File: src/rtl/mem_arb_pkg.sv
// Shared types and constants for the memory arbiter slice.
package mem_arb_pkg;

  // Arbiter sequencing states
  typedef enum logic [1:0] {ARB_IDLE, ARB_ISSUE, ARB_WAIT, ARB_RESP} arb_state_t;

  // Which requester owns the transaction in flight
  typedef enum logic {SRC_IF, SRC_D} arb_src_t;

  // Longest memory latency the wait counter must be able to hold
  localparam int MEM_LAT_MAX = 4;
  localparam int LAT_CNT_W   = $clog2(MEM_LAT_MAX + 1);

endpackage

File: src/rtl/mem_arb_picker.sv
// Priority pick between fetch and data requesters, with a starvation
// counter that forces a fetch grant after STARVE_MAX data grants in a row.
module mem_arb_picker
  import mem_arb_pkg::*;
#(
  parameter int STARVE_MAX = 4
) (
  input  logic     clk,
  input  logic     reset,
  input  logic     arb_en,
  input  logic     if_req,
  input  logic     d_req,
  output logic     pick_valid,
  output arb_src_t pick_src
);

  localparam int CW = 4;

  logic [CW-1:0] starve_cnt;
  logic          starved;

  assign starved = if_req && (starve_cnt == CW'(STARVE_MAX));

  // Data wins unless fetch has waited through STARVE_MAX data grants
  always_comb begin
    pick_valid = if_req | d_req;
    pick_src   = SRC_IF;
    if (d_req && !starved) begin
      pick_src = SRC_D;
    end
  end

  // Count data grants that leave a fetch waiting; any other grant clears it
  always_ff @(posedge clk) begin
    if (reset) begin
      starve_cnt <= '0;
    end else if (arb_en && pick_valid) begin
      if ((pick_src == SRC_IF) || !if_req) begin
        starve_cnt <= '0;
      end else if (starve_cnt != CW'(STARVE_MAX)) begin
        starve_cnt <= starve_cnt + 1'b1;
      end
    end
  end

endmodule

File: src/rtl/mem_arbiter.sv
// Shares one single-port memory between instruction fetch and load/store.
// One transaction at a time: latch the winner, strobe memory for one cycle,
// wait out the read latency, then hand the data back to the owner.
module mem_arbiter
  import mem_arb_pkg::*;
#(
  parameter int AW         = 32,
  parameter int DW         = 32,
  parameter int MEM_LAT    = 1,
  parameter int STARVE_MAX = 4
) (
  input  logic          clk,
  input  logic          reset,
  input  logic          if_req,
  input  logic [AW-1:0] if_addr,
  output logic          if_gnt,
  output logic          if_rvalid,
  output logic [DW-1:0] if_rdata,
  input  logic          d_req,
  input  logic          d_we,
  input  logic [AW-1:0] d_addr,
  input  logic [DW-1:0] d_wdata,
  output logic          d_gnt,
  output logic          d_rvalid,
  output logic [DW-1:0] d_rdata,
  output logic          mem_R,
  output logic          mem_W,
  output logic [AW-1:0] mem_address,
  output logic [DW-1:0] mem_Din,
  input  logic [DW-1:0] mem_Dout,
  output logic          busy
);

  arb_state_t           state_q, state_d;
  arb_src_t             src_q;
  logic                 we_q;
  logic [AW-1:0]        addr_q;
  logic [DW-1:0]        wdata_q;
  logic [DW-1:0]        rdata_q;
  logic [LAT_CNT_W-1:0] lat_q;
  logic                 arb_en;
  logic                 pick_valid;
  arb_src_t             pick_src;

  assign arb_en = (state_q == ARB_IDLE);

  mem_arb_picker #(
    .STARVE_MAX(STARVE_MAX)
  ) u_picker (
    .clk       (clk),
    .reset     (reset),
    .arb_en    (arb_en),
    .if_req    (if_req),
    .d_req     (d_req),
    .pick_valid(pick_valid),
    .pick_src  (pick_src)
  );

  // State register
  always_ff @(posedge clk) begin
    if (reset) begin
      state_q <= ARB_IDLE;
    end else begin
      state_q <= state_d;
    end
  end

  // Capture the winning request while idle; the loser simply keeps waiting
  always_ff @(posedge clk) begin
    if (reset) begin
      src_q   <= SRC_IF;
      we_q    <= 1'b0;
      addr_q  <= '0;
      wdata_q <= '0;
    end else if (arb_en && pick_valid) begin
      src_q <= pick_src;
      if (pick_src == SRC_D) begin
        we_q    <= d_we;
        addr_q  <= d_addr;
        wdata_q <= d_wdata;
      end else begin
        we_q   <= 1'b0;
        addr_q <= if_addr;
      end
    end
  end

  // Latency down-counter; read data is captured on the last wait cycle
  always_ff @(posedge clk) begin
    if (reset) begin
      lat_q   <= '0;
      rdata_q <= '0;
    end else if (state_q == ARB_ISSUE) begin
      lat_q <= LAT_CNT_W'(MEM_LAT);
    end else if (state_q == ARB_WAIT) begin
      lat_q <= lat_q - LAT_CNT_W'(1);
      if (lat_q == LAT_CNT_W'(1)) begin
        rdata_q <= mem_Dout;
      end
    end
  end

  // Next state and per-state strobes; writes skip the wait and response
  always_comb begin
    state_d   = state_q;
    if_gnt    = 1'b0;
    d_gnt     = 1'b0;
    mem_R     = 1'b0;
    mem_W     = 1'b0;
    if_rvalid = 1'b0;
    d_rvalid  = 1'b0;
    unique case (state_q)
      ARB_IDLE: begin
        if (pick_valid) state_d = ARB_ISSUE;
      end
      ARB_ISSUE: begin
        if_gnt  = (src_q == SRC_IF);
        d_gnt   = (src_q == SRC_D);
        mem_R   = !we_q;
        mem_W   = we_q;
        state_d = we_q ? ARB_IDLE : ARB_WAIT;
      end
      ARB_WAIT: begin
        if (lat_q == LAT_CNT_W'(1)) state_d = ARB_RESP;
      end
      ARB_RESP: begin
        if_rvalid = (src_q == SRC_IF);
        d_rvalid  = (src_q == SRC_D);
        state_d   = ARB_IDLE;
      end
      default: state_d = ARB_IDLE;
    endcase
  end

  assign if_rdata    = rdata_q;
  assign d_rdata     = rdata_q;
  assign mem_address = addr_q;
  assign mem_Din     = wdata_q;
  assign busy        = (state_q != ARB_IDLE);

endmodule

File: config.mk
export PLATFORM = sky130hd
export DESIGN_NAME = mem_arbiter
export DESIGN_NICKNAME = d
export VERILOG_FILES = /design/src/rtl/mem_arb_pkg.sv /design/src/rtl/mem_arb_picker.sv /design/src/rtl/mem_arbiter.sv
export SDC_FILE = /design/constraint.sdc
export NUM_CORES = 1
export LEC_CHECK = 0
export BUFFER_PORTS_ARGS = -buffer_cell sky130_fd_sc_hd__buf_2
export CAP_MARGIN = 20
export CORE_MARGIN = 10
export CORE_UTILIZATION = 48
export DETAILED_ROUTE_END_ITERATION = 10
export PLACE_DENSITY_LB_ADDON = 0.3
export SLEW_MARGIN = 20
export SYNTH_ARGS = -nofsm -noshare
export SYNTH_HDL_FRONTEND = slang
export SYNTH_SLANG_ARGS = --single-unit
File: constraint.sdc
create_clock -name clk -period 3.61 [get_ports clk]
set_clock_uncertainty 0.1 [all_clocks]
set_input_delay 0.1805 -clock clk [delete_from_list [all_inputs] [get_ports clk]]
set_output_delay 0.1805 -clock clk [all_outputs]
set_load 0.05 [all_outputs]
==> results.md, run 1 <==
- Status: finished clean
- CTS Buffer Depth: 2
- I/O Buffers: approximately 270
- Least-Margin Pin Slew: 1.07 ns
- Initial DRC count: approximately 490
- Placeable Area: 9770 um2
- Compound-gate portion of the synthesized area: a little over a fifth
- Leak Pwr: around 3.3 nW
- CP Capture Point: mem_address[5]
- Rel. slew slack: 28.6%
- Synth Area in Adders: roughly 2.3%
- Reg-to-reg endpoint: mem_address[5]
- Type of the tightest min-delay check: in -> reg
- TritonCTS Buffers: 9
- Critical path cell sequence: inv_1 > ha_1 > and4b_4 > o21ai_1 > a311oi_1 > dlygate4sd3_1
- Initial antenna violation count: 2
- RSZ-0062 raised after global routing: false
- GPL Wtd Cong: about 0.84
- Routed wire length: ~18000 um
- Clock root cell: clkbuf_8
- Crit path DAT: 2.93 ns
- Max VDD drop: around 0.00028 V
- Setup bufs post-CTS: 0
- Global Route Usage Sum: between 20% and 30%
- Cells on worst reg2reg path: 6
- DR vias/cell: about 5.4
- Reg-to-reg slack, setup: approximately 0.88 ns
- CTS tree: built
- Yosys cell types: between 40 and 50
- # DRC: 0
- Clock latency on the worst-skew pair: around 0.37 ns
- Post-route ant nets: 0
- Post-CTS sizing: 0
- Combinational family with the most area after synthesis: compound AO/OA/AOI/OAI gates
- Starting Density: approximately half
- Vias: about 5600
- Die X: 120 um
- Yosys Warn Count: 0
- Layout area overhead: 47.7%
- CP max stage delay: 0.78 ns
- Simple-gate share of the synthesized area: a little under a fifth
- Worst setup EP type: flip-flop
- Crit start category: flip-flop
- Die H: 120 um
- Pwr Density: ~460 nW/um2
- Sum Neg Setup Slack: 0 ns
- #FFs+latches synth: approximately 110
- Syn Inst Count: 586
- Final period util: about 76%
- Ys async rst share: 0%
- Die footprint: approximately 14000 um2
- Max cap viols: 0
- DR pass1 iterations: 5
- Rows: 36
- CTS Sinks: ~110
- Count of final setup violators: 0
- First-pass GRT wire length: roughly 29000 um
- Largest net degree at the start of global routing: ~110
- Mux contribution to synthesized area: less than 1%
- Setup CP Type: reg -> reg
- Final Slew Violations: 0
- Crit Reg-Reg Startpoint: u_picker.starve_cnt[0]
- Min Hold Slack: between 0.02 and 0.025 ns
- Mapped Avg Cell Area: about 8.3 um2
- Tmin final: ~2.7 ns
- Vias in the first global route: 5695
- Fmax: roughly 370 MHz
- Remaining global-route overflow: 0
- DP Wirelength: between 10000 and 15000 um
- Slowest cell on the critical path: and4b_4
- Syn nets: between 700 and 800
- Sequential fraction of the synthesis area: roughly 44%
- Worst EP required: between 3 and 4 ns
- Final Net Count: ~1000
- DR WL/cell: 17.9 um
- Critical path startpoint: u_picker.starve_cnt[0]
- Io pins: ~270
- H-tree levels: 3
- Post-synth EDFFs: 0
- Synthesized area: slightly below 5000 um2
- Ys flop type: dfxtp_1
- Share of cells above drive strength 1: 33.4%
- Clk slew on worst S/H paths: approximately 0.10 ns
- Post-synthesis xor/xnor area fraction: less than 1%
- Hold Vio Cnt, Final: 0
- Critical path fanouts, max: 64
==> kinds of logic (layout without fill, tap and decap cells) <==
| family | after synthesis | count (layout) |
|---|---|---|
| XOR/XNOR | 1 | 1 |
| other | 0 | 2 |
| AO/OA/AOI/OAI | 173 | 173 |
| adder cells (fa/ha/maj) | 9 | 9 |
| buffers and inverters | 96 | 404 |
| multiplexers | 1 | 1 |
| flip-flops | 107 | 107 |
| AND/OR/NAND/NOR | 199 | 199 |
==> per-stage QoR <==
stage | worst slack [ns] | cells | area [um2] | utilization [%] | total power, W
6_report | 0.883 | 1029 | 7140 | 73.1 | 0.00328
2_1_floorplan | 1.78 | 586 | 4840 | - | 0.00209
5_1_grt | 0.731 | 1029 | 7140 | 73.1 | 0.00342
4_1_cts | 0.675 | 1027 | 7120 | 72.9 | 0.00327
3_3_place_gp | 1.32 | 905 | 5840 | 59.8 | 0.00232
3_5_place_dp | 1.18 | 905 | 5840 | 59.8 | 0.00235
==> sequential cells by signal, indices dropped and copies added, names as in the netlist, named ones only <==
signal               count
state_q                  1
mem_address             32
mem_Din                 32
we_q                     1
src_q                    1
d_rdata                 32
u_picker.starve_cnt      4
lat_q                    3
==> power breakdown <==
group	switching [W]	internal (W)	total (W)	leakage (nW)
Combinational	0.000746	0.000365	0.00111	2.30
Clock	0.000406	0.000411	0.000818	0.111
Sequential	0.0000614	0.00129	0.00135	0.876
Total	0.00121	0.00207	0.00328	3.28
==> timing repair <==
item,CTS,global route
endpoints found under the setup margin,0,0
endpoints found under the hold margin,88,0
hold buffers,106,0
==> layer usage <==
metal | global-route usage [%] | wire length (um) | share of wire [%]
met1 | 25.9 | 6960 | 38
met2 | 41.8 | 9290 | 50
met3 | 7.07 | 1510 | 8.2
met4 | 11.8 | 632 | 3.4
met5 | 0 | 0 | 0
==> worst min-delay path by stage <==
stage / from / end / depth (start not counted)
2_1_floorplan: mem_Dout[0] / d_rdata[0] / 2
3_3_place_gp: mem_Dout[25] / d_rdata[25] / 3
3_5_place_dp: mem_Dout[31] / d_rdata[31] / 3
4_1_cts: d_addr[2] / mem_address[2] / 3
5_1_grt: d_addr[11] / mem_address[11] / 3
6_report: d_addr[30] / mem_address[30] / 3
==> critical path, delay by kind of cell, from the launching register on <==
| kind | cells | cell delay (ns) |
|---|---|---|
| and+or+nand+nor | 1 | 0.78 |
| buffers and inverters | 2 | 0.70 |
| AOI/OAI and AO/OA | 2 | 0.51 |
| DFF | 1 | 0.36 |
| adders and majority gates | 1 | 0.20 |
==> cells in the final DEF (no fill, tap or decap), drive strengths merged, types with 5 or more instances in the layout <==
cell type    netlist  final
buf               59    274
dfxtp            107    107
dlygate4sd3        0    106
nand2             71     71
nand3             66     66
a21oi             66     66
o21ai             65     65
nor2              38     38
a311oi            32     32
clkbuf            29     12
ha                 9      9
inv                8      8
and2               5      5
==> cell type report <==
| cell class | instances | area (um2) |
|---|---|---|
| fill | 721 | 2630 |
| sequential | 107 | 2140 |
| antenna | 2 | 5.00 |
| tap | 133 | 166 |
| clock buffer | 12 | 145 |
| timing repair buffer | 380 | 2460 |
| clock inverter | 4 | 73.8 |
| inverter | 8 | 30.0 |
| multi-input combinational | 383 | 2120 |
==> synthesized netlist by cell type (2+ instances only) <==
cell type  count  area [um2]
dfxtp_1      107        2140
nand2_1       71         267
nand3_1       66         330
a21oi_1       65         325
nor2_1        38         143
buf_4         37         278
o21ai_0       37         185
a311oi_1      27         236
o21ai_1       27         135
clkbuf_1      23        86.3
buf_2         13        65.1
ha_1           9         113
inv_1          8        30.0
clkbuf_2       6        30.0
a311oi_2       5        75.1
and2_1         5        31.3
buf_6          4        45.0
nand2b_1       3        18.8
nand4_1        3        18.8
nand4b_1       3        26.3
nor2b_1        3        18.8
a211oi_1       2        15.0
a31oi_1        2        12.5
buf_1          2        7.51
buf_12         2        40.0
nor3_1         2        10.0
Power figures use the tool's default switching activity.
==> inputs of run 2 (changes only) <==
Settings changed: CORE_UTILIZATION 48 to 40.
Clock period 3.61 ns to 2.4 ns, I/O delays scaled along.
==> results.md, run 2 (synthesis results as in run 1) <==
- Crit path DAT: 2.40 ns (was 2.93 ns)
- Die H: 130 um (was 120 um)
- Cells on worst reg2reg path: 7 (was 6)
- Fin cells: 1072 (was 1029)
- Max VDD drop: 0.000553 V (was 0.000283 V)
- Share of cells above drive strength 1: 33.5% (was 33.4%)
- Slowest cell on the critical path: dlygate4sd3_1 (was and4b_4)
- DR vias/cell: 5.25 (was 5.41)
- Crit start category: flip-flop (unchanged)
- CP Depth: 7 (was 6)
- Hold Path Sink: mem_address[19] (was mem_address[30])
- Worst EP required: 2.59 ns (was 3.81 ns)
- Hold Vio Cnt, Final: 0 (unchanged)
- Vias in the first global route: 5771 (was 5695)
- Layout area overhead: 56.8% (was 47.7%)
- Die footprint: 16900 um2 (was 14500 um2)
- Vias: 5632 (was 5562)
- Largest net degree at the start of global routing: 64 (was 109)
- Hold wc startpoint: if_addr[19] (was d_addr[30])
- Count of final setup violators: 0 (unchanged)
- Most frequent cells in the layout: buf_2, dlygate4sd3_1, dfxtp_1, nand2_1, nand3_1 (was buf_2, dfxtp_1, dlygate4sd3_1, nand2_1, nand3_1)
- Die X: 130 um (was 120 um)
- Crit Reg-Reg Startpoint: u_picker.starve_cnt[0] (unchanged)
- Worst setup EP type: flip-flop (unchanged)
- GPL Wtd Cong: 0.789 (was 0.836)
- Cell family with most CP delay: buffers and inverters (was simple AND/OR/NAND/NOR gates)
- Initial DRC count: 309 (was 494)
- Reg-to-reg slack, setup: 0.19 ns (was 0.88 ns)
- Clock root cell: clkbuf_16 (was clkbuf_8)
- RSZ-0062 raised after global routing: false (unchanged)
- Least-Margin Pin Slew: 0.710 ns (was 1.07 ns)
- First-pass GRT wire length: 28400 um (was 28800 um)
- Final period util: 92.1% (was 75.5%)
- Post-route ant nets: 0 (unchanged)
- Cells after DPL: 926 (was 905)
- Area after DPL: 5940 um2 (was 5840 um2)
- Setup bufs post-CTS: 0 (unchanged)
- Status: finished clean (unchanged)
- # DRC: 0 (unchanged)
- Max cap viols: 0 (unchanged)
- Io pins: 268 (unchanged)
- Rel. slew slack: 52.7% (was 28.6%)
- Hold path depth: 3 (unchanged)
- TritonCTS Buffers: 9 (unchanged)
- Rows: 40 (was 36)
- H-tree levels: 3 (unchanged)
- Clock latency on the worst-skew pair: 0.34 ns (was 0.37 ns)
- Starting Density: 40.6% (was 49.5%)
- Tmin final: 2.21 ns (was 2.73 ns)
- Buf/Inv on CP: 3 (was 2)
- Global Route Usage Sum: 20.7% (was 23.9%)
- DR WL/cell: 17.2 um (was 17.9 um)
- CP max stage delay: 0.58 ns (was 0.78 ns)
- CTS Buffer Depth: 2 (unchanged)
- Routed wire length: 18400 um (about the same)
- Initial antenna violation count: 2 (unchanged)
- Placeable Area: 11900 um2 (was 9770 um2)
- Final Slew Violations: 0 (unchanged)
- Remaining global-route overflow: 0 (unchanged)
- Clk slew on worst S/H paths: 0.06 ns (was 0.10 ns)
- I/O Buffers: 267 (unchanged)
- DP Wirelength: 12000 um (was 11500 um)
- Most common cell after layout, fill and taps aside: buf_2 (unchanged)
- Reg-to-reg endpoint: mem_address[10] (was mem_address[5])
- Fmax: 452 MHz (was 367 MHz)
- Type of the tightest min-delay check: in -> reg (unchanged)
- Critical path cell sequence: inv_1 > ha_1 > nand4b_1 > buf_6 > nand3_1 > a311oi_1 > dlygate4sd3_1 (was inv_1 > ha_1 > and4b_4 > o21ai_1 > a311oi_1 > dlygate4sd3_1)
- Leak Pwr: 3.46 nW (was 3.28 nW)
- Critical path fanouts, max: 23 (was 64)
- Setup CP Type: reg -> reg (unchanged)
- DR pass1 iterations: 7 (was 5)
- Final instance area: 7580 um2 (was 7140 um2)
- CTS Sinks: 107 (unchanged)
- Pwr Density: 712 nW/um2 (was 459 nW/um2)
- Final Net Count: 1059 (was 1031)
- Sum Neg Setup Slack: 0 ns (unchanged)
- CTS tree: built (unchanged)
-- run 2: cell types whose count changed in the layout (fill, tap and decap cells not counted), sizes merged --
cell and change:
clkinvlp +1, clkinv -2, dlygate4sd3 +21, clkbuf +1, diode +1, buf +7
-- run 2: routing by layer --
metal / part of all wire, % / routed length [um] / global-route usage [%] / up-vias
met1: 36 / 6570 / 20.8 / 2636
met3: 9.8 / 1800 / 8.03 / 45
li1: - / - / - / 2686
met5: 0 / 0 / 0 / -
met2: 52 / 9490 / 37.3 / 265
met4: 2.9 / 529 / 9.06 / 0
-- run 2: worst max-delay path by stage --
stage                                 startpoint         endpoint  slack, ns
final                     u_picker.starve_cnt[0]  mem_address[10]       0.19
after global routing      u_picker.starve_cnt[0]   mem_address[4]    0.00005
after CTS                             state_q[0]   mem_address[7]       0.03
after detailed placement              state_q[0]   mem_address[1]       0.39
after global placement                state_q[0]   mem_address[8]       0.49
after floorplan                        flip-flop        flip-flop       0.57
-- run 2: repair_timing --
action	4_1_cts	5_1_grt
setup endpoints to repair	0	7
endpoints found under the hold margin	97	0
resized for setup	0	4
hold buffers	127	0
-- run 2: worst register-to-register path: cells and delay by family, from the launching register on --
kind / cells / cell delay, ns
flip-flops: 1 / 0.38
AO/OA/AOI/OAI: 1 / 0.29
AND/OR/NAND/NOR: 2 / 0.26
buffers and inverters: 3 / 0.89
adder cells (fa/ha/maj): 1 / 0.22
-- run 2: cell type report --
cell class                 instances  area [um2]
multi-input combinational        383        2120
timing repair buffer             408        2750
clock inverter                     3        67.6
inverter                           8        30.0
antenna                            3        7.51
fill                             980        4330
tap                              147         184
clock buffer                      13         280
sequential                       107        2140
-- run 2: stage by stage --
stage | total power (W) | utilization, % | setup WS [ns] | hold WS, ns
2_1_floorplan | 0.00314 | - | 0.570 | 0.156
3_3_place_gp | 0.00353 | 49.9 | 0.491 | 0.259
3_5_place_dp | 0.00357 | 49.9 | 0.389 | 0.267
4_1_cts | 0.00543 | 63.5 | 0.0306 | 0.00153
5_1_grt | 0.00565 | 63.6 | 0.0000517 | 0.0175
6_report | 0.00540 | 63.7 | 0.190 | 0.0238
-- run 2: power breakdown --
part	internal (W)	leakage (nW)	switching, W	total (W)
logic	0.000573	2.41	0.00112	0.00169
registers	0.00194	0.876	0.0000971	0.00204
clock network	0.00103	0.168	0.000644	0.00167
==> inputs of run 3 (changes only) <==
Settings changed: CORE_UTILIZATION 40 to 48.
Clock period 2.4 ns to 2.6 ns, I/O delays scaled along.
==> results.md, run 3 (synthesis results as in run 1) <==
- Status: finished clean (unchanged)
- Leak Pwr: 3.43 nW (was 3.46 nW)
- Setup bufs post-CTS: 0 (unchanged)
- Io pins: 268 (unchanged)
- Most common cell after layout, fill and taps aside: buf_2 (unchanged)
- Max VDD drop: 0.000400 V (was 0.000553 V)
- Area of the multi-input gates: 2120 um2 (about the same)
- Count of final setup violators: 0 (unchanged)
- Remaining global-route overflow: 0 (unchanged)
- DR vias/cell: 5.43 (was 5.25)
- Crit Reg-Reg Startpoint: u_picker.starve_cnt[0] (unchanged)
- Fin cells: 1059 (was 1072)
- Setup CP Type: reg -> reg (unchanged)
- DR pass1 iterations: 5 (was 7)
- Worst EP required: 2.81 ns (was 2.59 ns)
- Reg-to-reg slack, setup: 0.09 ns (was 0.19 ns)
- Critical path cell sequence: inv_1 > ha_1 > nand4b_1 > buf_8 > nand3_1 > a311oi_1 > dlygate4sd3_1 (was inv_1 > ha_1 > nand4b_1 > buf_6 > nand3_1 > a311oi_1 > dlygate4sd3_1)
- Share of cells above drive strength 1: 33.5% (about the same)
- Min Hold Slack: 0.0289 ns (was 0.0238 ns)
- CTS Sinks: 107 (unchanged)
- Rel. slew slack: 47.4% (was 52.7%)
- Filler Cell Count: 692 (was 980)
- M3 GR Usage: 9.17% (was 8.03%)
- Routed wire length: 19200 um (was 18400 um)
- Clock latency on the worst-skew pair: 0.37 ns (was 0.34 ns)
- RSZ-0062 raised after global routing: false (unchanged)
- Global route hottest layer: met2 (unchanged)
- Rows: 36 (was 40)
- Hold Vio Cnt, Final: 0 (unchanged)
- Hold wc startpoint: if_addr[24] (was if_addr[19])
- Die footprint: 14500 um2 (was 16900 um2)
- Largest net degree at the start of global routing: 67 (was 64)
- Final Net Count: 1060 (was 1059)
- Fmax: 398 MHz (was 452 MHz)
- Starting Density: 49.5% (was 40.6%)
- Type of the tightest min-delay check: in -> reg (unchanged)
- Slowest cell on the critical path: dlygate4sd3_1 (unchanged)
- Sequential cell area: 2140 um2 (unchanged)
- GR met2 Demand/Resource: 43.4% (was 37.3%)
- Critical path startpoint: u_picker.starve_cnt[0] (unchanged)
- Final Slew Violations: 0 (unchanged)
- Met1 Usage GRT: 27.2% (was 20.8%)
- Die X: 120 um (was 130 um)
- GPL Wtd Cong: 0.863 (was 0.789)
- Layout area overhead: 53.8% (was 56.8%)
- Final period util: 96.6% (was 92.1%)
- Worst setup EP type: flip-flop (unchanged)
- Least-Margin Pin Slew: 0.780 ns (was 0.710 ns)
- Max cap viols: 0 (unchanged)
- CP max stage delay: 0.60 ns (was 0.58 ns)
- Critical path fanouts, max: 43 (was 23)
- Sum Neg Setup Slack: 0 ns (unchanged)
- Most frequent cells in the layout: buf_2, dlygate4sd3_1, dfxtp_1, nand2_1, nand3_1 (unchanged)
- Crit start category: flip-flop (unchanged)
- I/O Buffers: 267 (unchanged)
- First-pass GRT wire length: 30700 um (was 28400 um)
- Cells after DPL: 912 (was 926)
- Clk slew on worst S/H paths: 0.10 ns (was 0.06 ns)
- Pwr Density: 613 nW/um2 (was 712 nW/um2)
- CP Capture Point: mem_address[21] (was mem_address[10])
- Tmin final: 2.51 ns (was 2.21 ns)
- Cells on worst reg2reg path: 7 (unchanged)
- Post-route ant nets: 0 (unchanged)
- CTS Buffer Depth: 2 (unchanged)
- Reg-to-reg endpoint: mem_address[21] (was mem_address[10])
- Placeable Area: 9770 um2 (was 11900 um2)
- Global Route Usage Sum: 25.3% (was 20.7%)
- H-tree levels: 3 (unchanged)
- DP Wirelength: 11800 um (was 12000 um)
- Initial antenna violation count: 3 (was 2)
- Hold path depth: 3 (unchanged)
- Vias: 5750 (was 5632)
- DR WL/cell: 18.1 um (was 17.2 um)
- Vias in the first global route: 5995 (was 5771)
- Crit path DAT: 2.72 ns (was 2.40 ns)
- Die H: 120 um (was 130 um)
- TritonCTS Buffers: 9 (unchanged)
- # DRC: 0 (unchanged)
- CTS tree: built (unchanged)
- Initial DRC count: 542 (was 309)
- Clock root cell: clkbuf_8 (was clkbuf_16)
==> run 3: cell types whose count changed in the layout (fill, tap and decap cells not counted), sizes merged <==
cell and change:
clkinv +2, clkinvlp +1, inv +1, dlygate4sd3 +1, clkbuf -3, bufinv -1
==> run 3: metrics by stage <==
| step | cell area, um2 | worst slack, ns | power (W) | util [%] |
|---|---|---|---|---|
| floorplan | 4840 | 0.770 | 0.00290 | - |
| global placement | 5930 | 0.681 | 0.00325 | 60.7 |
| detailed placement | 5930 | 0.574 | 0.00328 | 60.7 |
| CTS | 7420 | 0.0978 | 0.00454 | 75.9 |
| global route | 7440 | 0.0169 | 0.00477 | 76.1 |
| finish | 7440 | 0.0887 | 0.00456 | 76.1 |
==> run 3: power by group <==
group	total, W	internal [W]	switching [W]
combinational	0.00164	0.000575	0.00107
clock	0.00103	0.000472	0.000563
sequential	0.00188	0.00179	0.0000884
==> run 3: cell type report <==
cell class / instances / area share, %
clock inverters: 6 / 0.858
multi-input cells: 383 / 28.5
clock buffers: 10 / 1.85
well taps: 133 / 2.24
diodes: 3 / 0.101
inverters: 8 / 0.404
repair buffers: 409 / 37.2
flip-flops and latches: 107 / 28.8
==> run 3: routing by layer <==
| layer | part of all wire, % | wire [um] |
|---|---|---|
| met5 | 0 | 0 |
| met4 | 3.7 | 709 |
| met3 | 9.7 | 1850 |
| met2 | 50 | 9620 |
| met1 | 36 | 7000 |
==> run 3: timing repair <==
| item | 4_1_cts | 5_1_grt |
|---|---|---|
| resized for setup | 0 | 5 |
| hold endpoints to repair | 97 | 0 |
| setup endpoints to repair | 0 | 31 |
| hold buffers | 128 | 0 |
==> run 3: worst min-delay path by stage <==
| stage | slack, ns | end |
|---|---|---|
| 3_5_place_dp | 0.28 | d_rdata[25] |
| 6_report | 0.03 | mem_address[24] |
| 3_3_place_gp | 0.27 | d_rdata[18] |
| 2_1_floorplan | 0.17 | d_rdata[0] |
| 5_1_grt | 0.01 | mem_address[24] |
| 4_1_cts | 0.0005 | mem_address[24] |
==> run 3: worst max-delay path, delay by kind of cell, from the launching register on <==
| kind | cells | cell delay (ns) |
|---|---|---|
| flops | 1 | 0.42 |
| compound gates | 1 | 0.33 |
| buf+inv | 3 | 0.98 |
| simple gates | 2 | 0.37 |
| fa+ha+maj | 1 | 0.23 |
